### config.mk
export PLATFORM = sky130hd
export DESIGN_NAME = cpu_decode_control
export DESIGN_NICKNAME = d
export VERILOG_FILES = /design/src/rtl/cpu_decode_control.sv
export SDC_FILE = /design/constraint.sdc
export NUM_CORES = 1
export LEC_CHECK = 0
export CELL_PAD_IN_SITES_DETAIL_PLACEMENT = 1
export CELL_PAD_IN_SITES_GLOBAL_PLACEMENT = 2
export CORE_MARGIN = 4
export CORE_UTILIZATION = 24
export CTS_BUF_LIST = sky130_fd_sc_hd__clkbuf_4 sky130_fd_sc_hd__clkbuf_8 sky130_fd_sc_hd__clkbuf_16
export CTS_CLUSTER_DIAMETER = 40
export DETAILED_ROUTE_END_ITERATION = 12
export GPL_TIMING_DRIVEN = 0
export PLACE_DENSITY_LB_ADDON = 0.2
export SLEW_MARGIN = 5
export SYNTH_ARGS = -nofsm -noshare
export SYNTH_HDL_FRONTEND = slang
export SYNTH_HIERARCHICAL = 1
export SYNTH_SLANG_ARGS = --single-unit
### constraint.sdc
create_clock -name clk -period 53 [get_ports clk]
set_clock_uncertainty 0.1 [all_clocks]
set_input_delay 13.25 -clock clk [delete_from_list [all_inputs] [get_ports clk]]
set_output_delay 13.25 -clock clk [all_outputs]
set_load 0.01 [all_outputs]
### src/rtl/cpu_decode_control.sv
// rtl/cpu_decode_control.sv - LEGv8 main/ALU control decode with offset-magnitude adder (optional LOGIC_OPS_EN)

module cpu_offset_addsub #(
    parameter int DATA_W = 64
) (
    input  logic [DATA_W-1:0] a,
    input  logic [DATA_W-1:0] b,
    input  logic              sub,
    output logic [DATA_W-1:0] sum,
    output logic              cout,
    output logic              ovf
);

    logic [DATA_W:0]   carry;
    logic [DATA_W-1:0] b_eff;

    // Two's-complement subtract: invert B and inject the +1 as carry-in.
    always_comb begin
        carry    = '0;
        carry[0] = sub;
        b_eff    = b ^ {DATA_W{sub}};
        sum      = '0;
        for (int i = 0; i < DATA_W; i++) begin
            sum[i]       = a[i] ^ b_eff[i] ^ carry[i];
            carry[i + 1] = (a[i] & b_eff[i]) | (carry[i] & (a[i] ^ b_eff[i]));
        end
    end

    assign cout = carry[DATA_W];
    assign ovf  = carry[DATA_W] ^ carry[DATA_W-1];

endmodule

module cpu_decode_control #(
    parameter int DATA_W = 64,
    parameter int OFFS_W = 9
) (
    input  logic              clk,
    input  logic              rst,
    input  logic [10:0]       opcode,
    input  logic [OFFS_W-1:0] daddr9,
    output logic              reg2loc,
    output logic              alu_src,
    output logic              imm,
    output logic              mem_to_reg,
    output logic              reg_write,
    output logic              mem_read,
    output logic              mem_write,
    output logic              branch,
    output logic              uncond_br,
    output logic              branch_reg,
    output logic              branch_link,
    output logic              alu_sh,
    output logic              shift_dirn,
    output logic              set_flags,
    output logic              alu_on,
    output logic [2:0]        alu_cntrl,
    output logic [DATA_W-1:0] offset_mag,
    output logic              offset_neg,
    output logic              illegal_op
);

    localparam logic [10:0] OP_ADDS = 11'b10101011000;
    localparam logic [10:0] OP_SUBS = 11'b11101011000;
    localparam logic [10:0] OP_LDUR = 11'b11111000010;
    localparam logic [10:0] OP_STUR = 11'b11111000000;
    localparam logic [10:0] OP_BR   = 11'b11010110000;
    localparam logic [10:0] OP_LSL  = 11'b11010011011;
    localparam logic [10:0] OP_LSR  = 11'b11010011010;
`ifdef LOGIC_OPS_EN
    localparam logic [10:0] OP_AND  = 11'b10001010000;
    localparam logic [10:0] OP_ORR  = 11'b10101010000;
    localparam logic [10:0] OP_EOR  = 11'b11001010000;
`endif

    localparam logic [2:0] ALU_PASS_B = 3'b000;
    localparam logic [2:0] ALU_ADD    = 3'b010;
    localparam logic [2:0] ALU_SUB    = 3'b011;
`ifdef LOGIC_OPS_EN
    localparam logic [2:0] ALU_AND    = 3'b100;
    localparam logic [2:0] ALU_ORR    = 3'b101;
    localparam logic [2:0] ALU_EOR    = 3'b110;
`endif

    typedef enum logic [3:0] {
        INS_NONE,
        INS_ADDI,
        INS_ADDS,
        INS_SUBS,
        INS_LDUR,
        INS_STUR,
        INS_BR,
        INS_LSL,
        INS_LSR,
        INS_BCOND,
        INS_CBZ,
        INS_B,
        INS_BL,
        INS_AND,
        INS_ORR,
        INS_EOR
    } ins_e;

    ins_e ins;

    logic [DATA_W-1:0] daddr_se;
    logic              add_cout;
    logic              add_ovf;
    logic              unused_add_flags;

    logic       raw_reg_write;
    logic       raw_mem_read;
    logic       raw_mem_write;
    logic       raw_branch;
    logic       raw_set_flags;
    logic [2:0] raw_alu_cntrl;

    // Full 11-bit opcodes take priority; shorter prefixes are only tried on a miss.
    always_comb begin
        ins = INS_NONE;
        case (opcode)
            OP_ADDS: ins = INS_ADDS;
            OP_SUBS: ins = INS_SUBS;
            OP_LDUR: ins = INS_LDUR;
            OP_STUR: ins = INS_STUR;
            OP_BR:   ins = INS_BR;
            OP_LSL:  ins = INS_LSL;
            OP_LSR:  ins = INS_LSR;
`ifdef LOGIC_OPS_EN
            OP_AND:  ins = INS_AND;
            OP_ORR:  ins = INS_ORR;
            OP_EOR:  ins = INS_EOR;
`endif
            default: begin
                if (opcode[10:1] == 10'b1001000100) begin
                    ins = INS_ADDI;
                end else if (opcode[10:3] == 8'b01010100) begin
                    ins = INS_BCOND;
                end else if (opcode[10:3] == 8'b10110100) begin
                    ins = INS_CBZ;
                end else if (opcode[10:5] == 6'b000101) begin
                    ins = INS_B;
                end else if (opcode[10:5] == 6'b100101) begin
                    ins = INS_BL;
                end else begin
                    ins = INS_NONE;
                end
            end
        endcase
    end

    always_comb begin
        reg2loc       = 1'b0;
        alu_src       = 1'b0;
        imm           = 1'b0;
        mem_to_reg    = 1'b0;
        raw_reg_write = 1'b0;
        raw_mem_read  = 1'b0;
        raw_mem_write = 1'b0;
        raw_branch    = 1'b0;
        uncond_br     = 1'b0;
        branch_reg    = 1'b0;
        branch_link   = 1'b0;
        alu_sh        = 1'b0;
        shift_dirn    = 1'b0;
        raw_set_flags = 1'b0;
        alu_on        = 1'b0;
        raw_alu_cntrl = ALU_PASS_B;
        case (ins)
            INS_ADDI: begin
                alu_src       = 1'b1;
                imm           = 1'b1;
                raw_reg_write = 1'b1;
                alu_on        = 1'b1;
                raw_alu_cntrl = ALU_ADD;
            end
            INS_ADDS, INS_SUBS: begin
                reg2loc       = 1'b1;
                raw_reg_write = 1'b1;
                raw_set_flags = 1'b1;
                alu_on        = 1'b1;
                raw_alu_cntrl = (ins == INS_SUBS) ? ALU_SUB : ALU_ADD;
            end
            INS_LDUR: begin
                alu_src       = 1'b1;
                mem_to_reg    = 1'b1;
                raw_reg_write = 1'b1;
                raw_mem_read  = 1'b1;
                alu_on        = 1'b1;
                raw_alu_cntrl = offset_neg ? ALU_SUB : ALU_ADD;
            end
            INS_STUR: begin
                alu_src       = 1'b1;
                raw_mem_write = 1'b1;
                alu_on        = 1'b1;
                raw_alu_cntrl = offset_neg ? ALU_SUB : ALU_ADD;
            end
            INS_CBZ: begin
                raw_branch    = 1'b1;
                alu_on        = 1'b1;
                raw_alu_cntrl = ALU_PASS_B;
            end
            INS_BCOND: begin
                raw_branch = 1'b1;
            end
            INS_B: begin
                raw_branch = 1'b1;
                uncond_br  = 1'b1;
            end
            INS_BL: begin
                raw_branch    = 1'b1;
                uncond_br     = 1'b1;
                branch_link   = 1'b1;
                raw_reg_write = 1'b1;
            end
            INS_BR: begin
                raw_branch = 1'b1;
                branch_reg = 1'b1;
            end
            INS_LSL, INS_LSR: begin
                alu_sh        = 1'b1;
                raw_reg_write = 1'b1;
                shift_dirn    = (ins == INS_LSR);
            end
`ifdef LOGIC_OPS_EN
            INS_AND, INS_ORR, INS_EOR: begin
                reg2loc       = 1'b1;
                raw_reg_write = 1'b1;
                alu_on        = 1'b1;
                raw_alu_cntrl = (ins == INS_AND) ? ALU_AND :
                                (ins == INS_ORR) ? ALU_ORR : ALU_EOR;
            end
`endif
            default: ;
        endcase
    end

    // Reset suppresses every architecturally visible side effect.
    assign reg_write = raw_reg_write & ~rst;
    assign mem_read  = raw_mem_read  & ~rst;
    assign mem_write = raw_mem_write & ~rst;
    assign branch    = raw_branch    & ~rst;
    assign set_flags = raw_set_flags & ~rst;
    assign alu_cntrl = alu_on ? raw_alu_cntrl : ALU_PASS_B;

    assign offset_neg = daddr9[OFFS_W-1];
    assign daddr_se   = {{(DATA_W-OFFS_W){daddr9[OFFS_W-1]}}, daddr9};

    cpu_offset_addsub #(
        .DATA_W(DATA_W)
    ) u_offset_addsub (
        .a    ('0),
        .b    (daddr_se),
        .sub  (offset_neg),
        .sum  (offset_mag),
        .cout (add_cout),
        .ovf  (add_ovf)
    );

    assign unused_add_flags = add_cout ^ add_ovf;

    always_ff @(posedge clk) begin
        if (rst) begin
            illegal_op <= 1'b0;
        end else if (ins == INS_NONE) begin
            illegal_op <= 1'b1;
        end
    end

endmodule

; ---- Word-level counts from Yosys, hierarchy flattened
; Index checks and enable logic that the tools add are counted.
[totals]
output_inout_bits = 84
wordCells = 191
input_bits = 22
register_bits = 1
[op_classes]
n_reduce_logical = 9
bitwise_logic = 134
n_mux = 23
n_eq_ne = 24
[ops]
columns = op, count
row1 = "11-bit equality test, second input constant", 7
row2 = 1-bit bitwise AND, 68
row3 = 1-bit XOR, 64
row4 = 64-bit XOR, 1
row5 = 4-bit one-hot mux with 7 select lines, 1
row6 = "4-bit equality test, second input constant", 5
row7 = 4-bit 2-to-1 mux, 5
row8 = "4-bit by 3-bit equality test with 1-bit output, second input constant", 4
row9 = 1-bit 2-to-1 mux, 15
row10 = "10-bit equality test, second input constant", 1
row11 = "4-bit by 2-bit equality test with 1-bit output, second input constant", 2
row12 = "8-bit by 7-bit equality test with 1-bit output, second input constant", 1
row13 = "8-bit equality test, second input constant", 1
row14 = 2-bit OR reduction, 4
row15 = 7-bit OR reduction, 1
row16 = "6-bit by 3-bit equality test with 1-bit output, second input constant", 1
row17 = "6-bit equality test, second input constant", 1
row18 = 2-bit one-hot mux with 3 select lines, 1
row19 = 6-bit OR reduction, 1
row20 = 5-bit OR reduction, 1
row21 = "4-bit by 1-bit equality test with 1-bit output, second input constant", 1
row22 = 4-bit zero test, 1
row23 = 3-bit 2-to-1 mux, 1
row24 = 3-bit OR reduction, 1
row25 = 1-bit NOT, 1

; ---- Depth between registers and ports, before layout
; Gate-level depths: netlist of the first run.
[logic_depth]
depth_word = 65
ltp_mapped = 69
depth_no_buf = 67

; ---- By module
; The synthesis of the first run kept the hierarchy.
[modules_own_cells]
columns = mod, n_inst, cells_per_inst, area_each_um2, seq_area_each_um2
row1 = cpu_offset_addsub, 1, 261, 2411.1, 0.0
row2 = cpu_decode_control, 1, 79, 566.8, 20.0

; ---- Worst setup path before layout of the first run
; Ideal clock, no wire load.
[synth_path]
kind = input port to output port
from = input daddr9[8]
to = output offset_mag[63]
path_slack_ns = -0.345
t_arrival_ns = 39.995
cell_stages = 69
cell_sequence = buf_6 -> buf_8 -> mux2i_1 -> fa_1 -> fa_1 -> fa_1 -> fa_1 -> fa_1 -> fa_1 -> fa_1 -> fa_1 -> fa_1 -> fa_1 -> fa_1 -> fa_1 -> fa_1 -> fa_1 -> fa_1 -> [... 33 more ...] -> fa_1 -> fa_1 -> fa_1 -> fa_1 -> fa_1 -> fa_1 -> fa_1 -> fa_1 -> fa_1 -> fa_1 -> fa_1 -> fa_1 -> fa_1 -> fa_1 -> fa_1 -> fa_1 -> inv_1 -> fa_1
[synth_via]
elab_chain_len = 65
[synth_rtl]
columns = element, line
row1 = start: declaration, 41  ; input logic [OFFS_W-1:0] daddr9,
row2 = 64-bit XOR, 21  ; b_eff = b ^ {DATA_W{sub}};
row3 = 1-bit bitwise AND (63 in a row), 25  ; carry[i + 1] = (a[i] & b_eff[i]) | (carry[i] & (a[i] ^ b_eff[i]));
row4 = 1-bit XOR *, 24  ; sum[i] = a[i] ^ b_eff[i] ^ carry[i];
row5 = end: declaration, 58  ; output logic [DATA_W-1:0] offset_mag,
; Mark *: on every way between the ends. The rest lies on a longest branch, timed or not.

; ---- Worst setup path after layout of the first run
[layout_path]
from = input daddr9[0]
to = output offset_mag[63]
[layout_via]
elab_chain_len = 65
[layout_rtl]
columns = element, line
row1 = 64-bit XOR, 21
row2 = 1-bit bitwise AND (63 in a row), 25
row3 = 1-bit XOR, 24
; No other way between the ends.

==> results of run 1 <==
==> layer usage <==
metal	GRT usage	up-vias	routed length, µm
li1	-	1232	-
met1	0.135	1238	3190
met2	0.234	52	4470
met3	0.00617	0	285
met4	0	0	0
met5	0	-	0
==> power by group <==
group / switching (µW) / internal [µW] / total [µW]
Combinational: 36.1 / 44.2 / 80.3
Clock: 0 / 0 / 0
Sequential: 0.0487 / 0.846 / 0.895
==> layout make-up <==
type | count | area share
multi-input combinational | 262 | 0.579
timing repair buffer | 106 | 0.241
inverter | 129 | 0.104
tap | 168 | 0.0452
buffer | 11 | 0.0264
sequential | 1 | 0.00431
==> layout by cell type (no fill, tap or decap), types with 3 or more instances in the layout <==
cell / instances
o21ai_0: 3
clkdlybuf4s50_1: 99
nand2_1: 7
fa_1: 16
nand3_1: 3
buf_8: 6
xnor2_1: 61
xor2_1: 3
buf_4: 5
conb_1: 66
inv_1: 128
fa_2: 47
nor2_1: 7
nor3_1: 7
==> path summary, 6_finish.rpt <==
| path | start | end | slack, ns | cells after the start |
|---|---|---|---|---|
| setup reg to reg | illegal_op$_SDFFE_PP0N_ | illegal_op$_SDFFE_PP0N_ | 52.26 | 1 |
| setup / recovery | daddr9[0] | offset_mag[63] | 0.88 | 69 |
| hold / removal | illegal_op$_SDFFE_PP0N_ | illegal_op$_SDFFE_PP0N_ | 0.41 | 1 |
| hold reg to reg | illegal_op$_SDFFE_PP0N_ | illegal_op$_SDFFE_PP0N_ | 0.41 | 1 |
==> worst max-delay path: cells and delay by family <==
| family | cells | cell delay, ns |
|---|---|---|
| multiplexers | 1 | 0.16 |
| adder cells (fa/ha/maj) | 63 | 24.39 |
| buffers and inverters | 5 | 0.96 |
==> through the flow <==
| stage | setup TNS (ns) | total power, µW |
|---|---|---|
| after detailed placement | -10.19 | 79.5 |
| after global placement | -30.43 | 78.3 |
| after floorplan | 0 | 38.6 |
| final | 0 | 81.2 |
| after CTS | 0 | 82.3 |
| after global routing | 0 | 90.6 |
==> what timing repair did <==
action                                  in CTS  in global routing
buffers inserted                             2                  0
pin swaps                                    1                  0
gates resized for setup                     37                 12
gates cloned                                 2                  0
endpoints found under the setup margin       7                  3
==> reports/metrics.yaml, run 1 <==
syn_area_mm2: 0.00297
initial_core_util: 0.246
worst_ep_arrival_time_ns: 38.77
die_area_mm2: 0.0142
p_per_area_mw_per_mm2: 17.5
first_pass_iters: 3
dp_cells: 674
grt_max_degree: 26
fin_cells: 677
setup_slack_ns: 0.881
regArea_um2: 20.0
setup-violations-final: 0
cap_violations: 0
clock_latency_ns: 0
post-dp-hpwl_um: 6570
largest_reg_flops: 1
grt_usage: 0.113
num-fill-cells: 1447
grt_pass1_wl_um: 13600
syn_avg_cell_area_um2: 8.76
netlist_instances: 339
dp_slack_ns: -2.62
clk_pin_slew_ns: 0
overflow: 0
startpoint_type: "input pin"
largest_register: "illegal_op"
fmax_mhz: 19.2
hold_class: "reg2reg"
multi_input_area_mm2: 0.00269
relSlewSlack: 0.625
grt_antenna_before_repair: 0
place_congestion: 0.811
grt_pass1_vias: 2885
yosysWarningCount: 6
drt_iter0_drc: 36
io_pins: 106
ant_nets: 0
n_antenna_cell: 0
io_buffer_count: 101
rows: 40
cpMaxStageDelayCell: "clkdlybuf4s50_1"
slew_viol_final: 0
final_layout_size_suffix_gt1_frac: 0.149
period_minus_slack_ns: 52.12
peakVddDrop_mv: 0.00702
num_vias: 2522
ctsHoldBuffers: 0
fin_area_mm2: 0.00465
rsz0062_at_grt: "false"
required_ns: 39.65
hold_slack_ns: 0.410
die_w_um: 119
vias_per_cell: 3.73
worst-slew-pin-transition_ns: 0.562
reg_top3: "illegal_op: 1 flops"
cellLeakagePower_uw: 0.00187
routed_wl_um: 7950
critPathKind: "in2out"
cp_common_cell: "fa_2"
design.core.area_mm2: 0.0121
finalNetCount: 596
finalCritPeriodShare: 0.983
fin_util: 0.385
syn_to_final_growth_pct: 56.6
wl_per_cell_um: 11.7
worstPathMaxFanout: 2
dpl-instance-area_mm2: 0.00446
outcome: "complete, no violations"
setup.worst_path.end_class: "output port"
slowest_delay_ns: 0.45
hold_violations: 0
die_h_um: 119
drc: 0
No activity file was read; power rests on OpenSTA's default activity.
==> run 2, diff against run 1 <==
--- a/config.mk
+++ b/config.mk
@@ -13,6 +13,7 @@
 export CTS_CLUSTER_DIAMETER = 40
 export DETAILED_ROUTE_END_ITERATION = 12
 export GPL_TIMING_DRIVEN = 0
+export MAX_ROUTING_LAYER = met4
 export PLACE_DENSITY_LB_ADDON = 0.2
 export SLEW_MARGIN = 5
 export SYNTH_ARGS = -nofsm -noshare
==> constraint.sdc (replaced) <==
create_clock -name clk -period 53 [get_ports clk]
set_clock_uncertainty 0.1 [all_clocks]
set_input_delay 13.25 -clock clk [delete_from_list [all_inputs] [get_ports clk]]
set_output_delay 13.25 -clock clk [all_outputs]
set_load 0.1 [all_outputs]
==> run 2 against run 1 <==
- worst setup slack better by 0.18 ns
- sequential power decreased by 2%
- register-to-register slack improved by 0.04 ns
- hold slack worse by 0.055 ns
- die area is the same
- final area is 0.48% lower
- sequential share of layout area barely moved
- final cell count did not move
- power up 130%
- core utilization is 0.19 points lower
- routed wire length decreased by 9.4%
- largest power group unchanged
==> reports/metrics.yaml, run 2 (synthesis gave the netlist of run 1 again) <==
outcome: "complete, no violations"
setup-violations-final: 0  # unchanged
cp_common_cell: "fa_2"
grt_pass1_vias: 2805  # -2.8%
grt_max_degree: 43  # +65%
dp_cells: 674  # unchanged
syn_to_final_growth_pct: 55.8
largest_register: "illegal_op"
setup.worst_path.end_class: "output port"
slew_viol_final: 0  # unchanged
peakVddDrop_mv: 0.0232  # +230%
cellLeakagePower_uw: 0.00184  # -1.3%
final_cell_mix: "inv_1, clkdlybuf4s50_1, conb_1, xnor2_1, fa_2"
worst_ep_arrival_time_ns: 38.59  # -0.18 ns
hold_class: "reg2reg"
cpMaxStageDelayCell: "clkdlybuf4s50_1"
drc: 0  # unchanged
p_per_area_mw_per_mm2: 40.0  # +130%
period_minus_slack_ns: 51.94  # -0.179 ns
die_h_um: 119  # unchanged
finalCritPeriodShare: 0.980  # -0.00337
hold_violations: 0  # unchanged
dp_slack_ns: -2.49  # +0.135 ns
num_vias: 2491  # -1.2%
drt_iter0_drc: 44  # +22%
dpl-instance-area_mm2: 0.00449  # +0.59%
fin_area_mm2: 0.00463  # -0.48%
cap_violations: 0  # unchanged
slowest_delay_ns: 0.45  # about the same
grt_antenna_before_repair: 0  # unchanged
reg_top3: "illegal_op: 1 flops"
grt_usage: 0.110  # -0.00378
ant_nets: 0  # unchanged
hold_slack_ns: 0.354  # -0.0555 ns
post-dp-hpwl_um: 6300  # -4.2%
clock_latency_ns: 0  # unchanged
n_antenna_cell: 0  # unchanged
final_layout_size_suffix_gt1_frac: 0.157  # +0.00786
io_pins: 106  # unchanged
place_congestion: 0.780  # -3.8%
vias_per_cell: 3.68  # -1.2%
routed_wl_um: 7200  # -9.4%
rrSetupSlack_ns: 52.30  # +0.04 ns
fmax_mhz: 19.3  # +0.34%
finalNetCount: 596  # unchanged
design.core.area_mm2: 0.0121  # unchanged
clk_pin_slew_ns: 0  # unchanged
initial_core_util: 0.246  # unchanged
die_w_um: 119  # unchanged
wl_per_cell_um: 10.6  # -9.4%
critPathKind: "in2out"
relSlewSlack: 0.334  # -0.290
required_ns: 39.65  # about the same
io_buffer_count: 101  # unchanged
grt_pass1_wl_um: 13100  # -3.5%
rows: 40  # unchanged
startpoint_type: "input pin"
first_pass_iters: 4  # +1
worst-slew-pin-transition_ns: 0.995  # +0.434 ns
overflow: 0  # unchanged
worstPathMaxFanout: 2  # unchanged
largest_reg_flops: 1  # unchanged
setup_slack_ns: 1.06  # +0.179 ns
die_area_mm2: 0.0142  # unchanged
rsz0062_at_grt: "false"
final_common_cell: "inv_1"
num-fill-cells: 1446  # -0.069%
fin_cells: 677  # unchanged
## run 2: final cells by class
type	instances	area (µm²)	share of cell area
plain buffers	12	143	0.0308
flip-flops and latches	1	20.0	0.00433
multi-input cells	262	2700	0.583
repair buffers	105	1070	0.231
inverters	129	488	0.105
well taps	168	210	0.0454
## run 2: stage by stage
stage                      util  total power (µW)  setup TNS (ns)
final                     0.384               185               0
after global routing      0.384               195               0
after CTS                 0.381               187               0
after detailed placement  0.372               185          -10.13
after global placement    0.370               184          -35.35
after floorplan               -               145               0
## run 2: what timing repair did
action                                  in CTS  in global routing
buffers inserted                             3                  0
resized for setup                           45                 13
endpoints found under the setup margin       7                  5
hold buffers                                 0                  0
endpoints found under the hold margin        0                  0
## run 2: report_power, final
group | internal (µW) | leakage, µW | switching [µW]
combinational | 43.0 | 0.00183 | 141
sequential | 0.845 | 0.00000842 | 0.0314
clock | 0 | 0 | 0
## run 2: final timing paths
| kind | startpoint | to | depth (start not counted) |
|---|---|---|---|
| worst max-delay path | daddr9[0] | offset_mag[63] | 69 |
| worst min-delay path | illegal_op$_SDFFE_PP0N_ | illegal_op$_SDFFE_PP0N_ | 1 |
| worst max register to register | illegal_op$_SDFFE_PP0N_ | illegal_op$_SDFFE_PP0N_ | 1 |
| worst min register to register | illegal_op$_SDFFE_PP0N_ | illegal_op$_SDFFE_PP0N_ | 1 |
## run 2: critical path, delay by kind of cell
kind       cells  cell delay [ns]
mux            1             0.16
fa+ha+maj     63            24.25
buf+inv        5             0.88
## run 2: layer usage
metal  vias to the layer above  GRT usage  share of wire  wire length [µm]
met1                      1207      0.143           0.44              3150
met3                         0    0.00332          0.032               228
met5                         -          -              0                 0
li1                       1232          -              -                 -
met4                         0          0              0                 0
met2                        52      0.202           0.53              3820
==> variant 1: new RTL, config.mk and constraints of run 2 <==
Build with the macro `LOGIC_OPS_EN` defined.
--- a/src/rtl/cpu_decode_control.sv
+++ b/src/rtl/cpu_decode_control.sv
@@ -1,4 +1,6 @@
 // rtl/cpu_decode_control.sv - LEGv8 main/ALU control decode with offset-magnitude adder (optional LOGIC_OPS_EN)
+
+`define LOGIC_OPS_EN
 
 module cpu_offset_addsub #(
     parameter int DATA_W = 64
Function: changed (a bounded check fails within 4 cycles, from zero or initial values and one cycle with rst high).
==> variant 1 against run 2 <==
Final cell count is 3.1% higher; first-iteration DRC count is 36% higher; synthesized area up 6.1%; worst setup slack worse by 83 ps; total power up 0.46%; sequential cell count is the same; wire length grew 15%; critical path type unchanged; critical path depth is the same; fmax fell by 0.16%; design area rose by 3.7%.
==> variant 1: results (changes against run 2) <==
| Metric | Value |
|---|---|
| Status | finished clean |
| Largest net degree at the start of global routing | 52 (+21%) |
| Layout fillers | 1576 (+9.0%) |
| Area grow syn2layout | 52.36% |
| Non-Filler Instances | 698 (+3.1%) |
| Comb_multi_in | 276 (+5.3%) |
| Total length of routed wires | 8313 µm (+15%) |
| CP arrival | 38670 ps (+80 ps) |
| Vias in the first global route | 2954 (+5.3%) |
| VDD IR-drop max | 0.00002445 V (+5.3%) |
| Mapped Area | 3149 µm² (+6.1%) |
| Ant diodes | 0 (unchanged) |
| Gr usage total | 0.1184 (+0.008922) |
| Setup slack at placement | -2465 ps (+22.85 ps) |
| Initial DRC count | 60 (+36%) |
| Hold depth | 2 (+1) |
| Clock Latency Late Sink | 0 ps (unchanged) |
| Metal3 WL | 290 µm (+27%) |
| DR vias | 2690 (+8.0%) |
| Layout cell share with drive strength beyond 1 | 0.1616 (+0.004426) |
| NumNets Final | 613 (+2.9%) |
| Lkg Pwr | 1.882 nW (+2.2%) |
| Multi-input gate area | 2819 µm² (+4.6%) |
| Seq area share | 0.004172 (-0.0001557) |
| Logic inverters | 127 (-1.6%) |
| DP HPWL | 7089 µm (+13%) |
| Sequential cells | 1 (unchanged) |
| Max-slew headroom | 0.3021 (-0.03235) |
| Post-synthesis instance total | 357 (+5.3%) |
| First-pass GRT wire length | 14360 µm (+9.6%) |
| Top sig layer | met3 |
| Met2 WL post-DR | 4475 µm (+17%) |
| Initial antenna violation count | 0 (unchanged) |
| Reg2reg path depth | 2 (+1) |
| Met1 Wirelength | 3548 µm (+12%) |
| Placed Area | 4667 µm² (+4.0%) |
[variant 1: metal layers]
layer / vias to the layer above / global-route usage
li1: 1299 / -
met1: 1323 / 0.1554
met2: 68 / 0.2192
met3: 0 / 0.001843
met4: 0 / 0
met5: - / -
[variant 1: worst paths after layout]
check / start / end / slack [ps]
worst max-delay path: daddr9[0] / offset_mag[63] / 980
worst max register to register: illegal_op$_SDFFE_PP0N_ / illegal_op$_SDFFE_PP0N_ / 52290
worst min register to register: illegal_op$_SDFFE_PP0N_ / illegal_op$_SDFFE_PP0N_ / 390
worst min-delay path: illegal_op$_SDFFE_PP0N_ / illegal_op$_SDFFE_PP0N_ / 390
[variant 1: timing repair]
item / CTS / global route
setup endpoints to repair: 7 / 4
setup buffers: 3 / 0
hold buffers: 0 / 0
gates resized for setup: 43 / 13
[variant 1: power breakdown]
part / switching (mW) / internal (mW) / leakage [nW]
Clock: 0 / 0 / 0
Combinational: 0.141 / 0.0434 / 1.87
Sequential: 0.0000328 / 0.000823 / 0.00844
==> variant 2: new RTL, settings of run 2 <==
Made on the original files. Register the outputs `reg_write`, `mem_read`, `mem_write`, `branch`, `set_flags` and `alu_cntrl`, without a reset; this adds one clock of latency there. The other outputs are not delayed to match.
--- a/src/rtl/cpu_decode_control.sv
+++ b/src/rtl/cpu_decode_control.sv
@@ -236,12 +236,14 @@
     end
 
     // Reset suppresses every architecturally visible side effect.
-    assign reg_write = raw_reg_write & ~rst;
-    assign mem_read  = raw_mem_read  & ~rst;
-    assign mem_write = raw_mem_write & ~rst;
-    assign branch    = raw_branch    & ~rst;
-    assign set_flags = raw_set_flags & ~rst;
-    assign alu_cntrl = alu_on ? raw_alu_cntrl : ALU_PASS_B;
+    always_ff @(posedge clk) begin
+        reg_write <= raw_reg_write & ~rst;
+        mem_read  <= raw_mem_read  & ~rst;
+        mem_write <= raw_mem_write & ~rst;
+        branch    <= raw_branch    & ~rst;
+        set_flags <= raw_set_flags & ~rst;
+        alu_cntrl <= alu_on ? raw_alu_cntrl : ALU_PASS_B;
+    end
 
     assign offset_neg = daddr9[OFFS_W-1];
     assign daddr_se   = {{(DATA_W-OFFS_W){daddr9[OFFS_W-1]}}, daddr9};
Formal check against the unedited RTL: not equivalent (Yosys sat finds a counterexample within 4 cycles, from zero or initial values and one cycle with rst high).
==> variant 2 against run 2 <==
Sequential share of layout area grew 2.9 points; via count is 2.1% lower; largest cell class unchanged; worst setup slack got worse by 130 ps; wire length up 0.33%; critical endpoint unchanged; sequential cell count up 7; design area grew 3.2%; fmax down 0.25%; total power increased by 9.5%; synthesized area up 0.93%.
==> variant 2: results (changes against run 2) <==
| Metric | Value |
|---|---|
| Status | finished clean |
| Placed insts | 672 (-0.30%) |
| Initial antenna violation count | 0 (unchanged) |
| CP arrival | 38720 ps (+130 ps) |
| Largest net degree at the start of global routing | 25 (-42%) |
| Final Hold Vio Count | 0 (unchanged) |
| DP HPWL | 6124 µm (-2.7%) |
| Root buffer cell | clkbuf_16 |
| Layout fillers | 1465 (+1.3%) |
| Avg Cell Area, Syn | 8.945 µm² (+2.1%) |
| Layout cell share with drive strength beyond 1 | 0.1490 (-0.008151) |
| Reg clk slew, reported paths | 30 ps (+30 ps) |
| Setup slack at placement | -2744 ps (-256.0 ps) |
| First-pass GRT wire length | 12810 µm (-2.3%) |
| Ant diodes | 0 (unchanged) |
| Pwr Total | 0.2025 mW (+9.5%) |
| Crit Path Max Fanout | 2 (unchanged) |
| Gr usage total | 0.1098 (+0.0002827) |
| Lkg Pwr | 1.924 nW (+4.5%) |
| Placed Area | 4533 µm² (+1.1%) |
| Vias in the first global route | 2711 (-3.4%) |
| Clock Latency Late Sink | 230 ps (+230 ps) |
| Max reg flops | 2 (+1) |
| DR vias/cell | 3.597 (-2.2%) |
| Drt wl/cell | 10.66 µm (+0.19%) |
| Sequential power | 0.00623 mW |
| Pint | 0.05906 mW (+35%) |
| Max-slew headroom | 0.3198 (-0.01460) |
| TritonRoute pass-1 iters | 4 (unchanged) |
| NumNets Final | 597 (+0.17%) |
| Clock Path Buffers | 2 |
| RD Place Congestion | 0.7291 (-6.5%) |
| VDD IR-drop max | 0.00002264 V (-2.5%) |
| Biggest register | alu_cntrl |
| Non-Filler Instances | 678 (+0.15%) |
| IO Port Bufs | 103 (+2.0%) |
| Initial DRC count | 40 (-9.1%) |
==> variant 2: changes by cell type in the layout (fill, tap and decap cells not counted), sizes merged, moves of 3 or more <==
cell / run 2 / this run
nand3b: 4 / 1
dfxtp: 1 / 8
nor2: 8 / 11
clkbuf: 0 / 3
nor3: 7 / 4
buf: 19 / 15
==> variant 2: metal layers <==
metal	global-route usage	routed length, µm	vias to the layer above
li1	-	-	1206
met1	0.1372	3069	1169
met2	0.1995	3866	60
met3	0.007069	250	4
met4	0.01718	40	0
met5	-	0	-
==> variant 2: final timing paths <==
path	depth (start not counted)	start	slack, ps	endpoint
hold / removal	2	illegal_op$_SDFFE_PP0N_	410	illegal_op$_SDFFE_PP0N_
setup / recovery	69	daddr9[0]	930	offset_mag[63]
hold reg to reg	2	illegal_op$_SDFFE_PP0N_	410	illegal_op$_SDFFE_PP0N_
setup reg to reg	2	illegal_op$_SDFFE_PP0N_	52310	illegal_op$_SDFFE_PP0N_
==> variant 2: worst max-delay path: cells and delay by family <==
family / cells / cell delay [ps]
fa+ha+maj: 63 / 24460
buf+inv: 5 / 860
mux: 1 / 160
==> variant 2: layout make-up <==
class / instances / area [µm²] / share of cell area
timing repair buffer: 108 / 1139 / 0.2386
inverter: 130 / 491.7 / 0.1030
multi-input combinational: 252 / 2586 / 0.5420
clock buffer: 3 / 75.07 / 0.01573
buffer: 9 / 110.1 / 0.02307
tap: 168 / 210.2 / 0.04405
sequential: 8 / 160.2 / 0.03356
==> variant 2: repair_timing <==
item | CTS | global route
endpoints found under the setup margin | 8 | 4
buffers inserted | 2 | 0
gates cloned | 2 | 0
resized for setup | 41 | 11
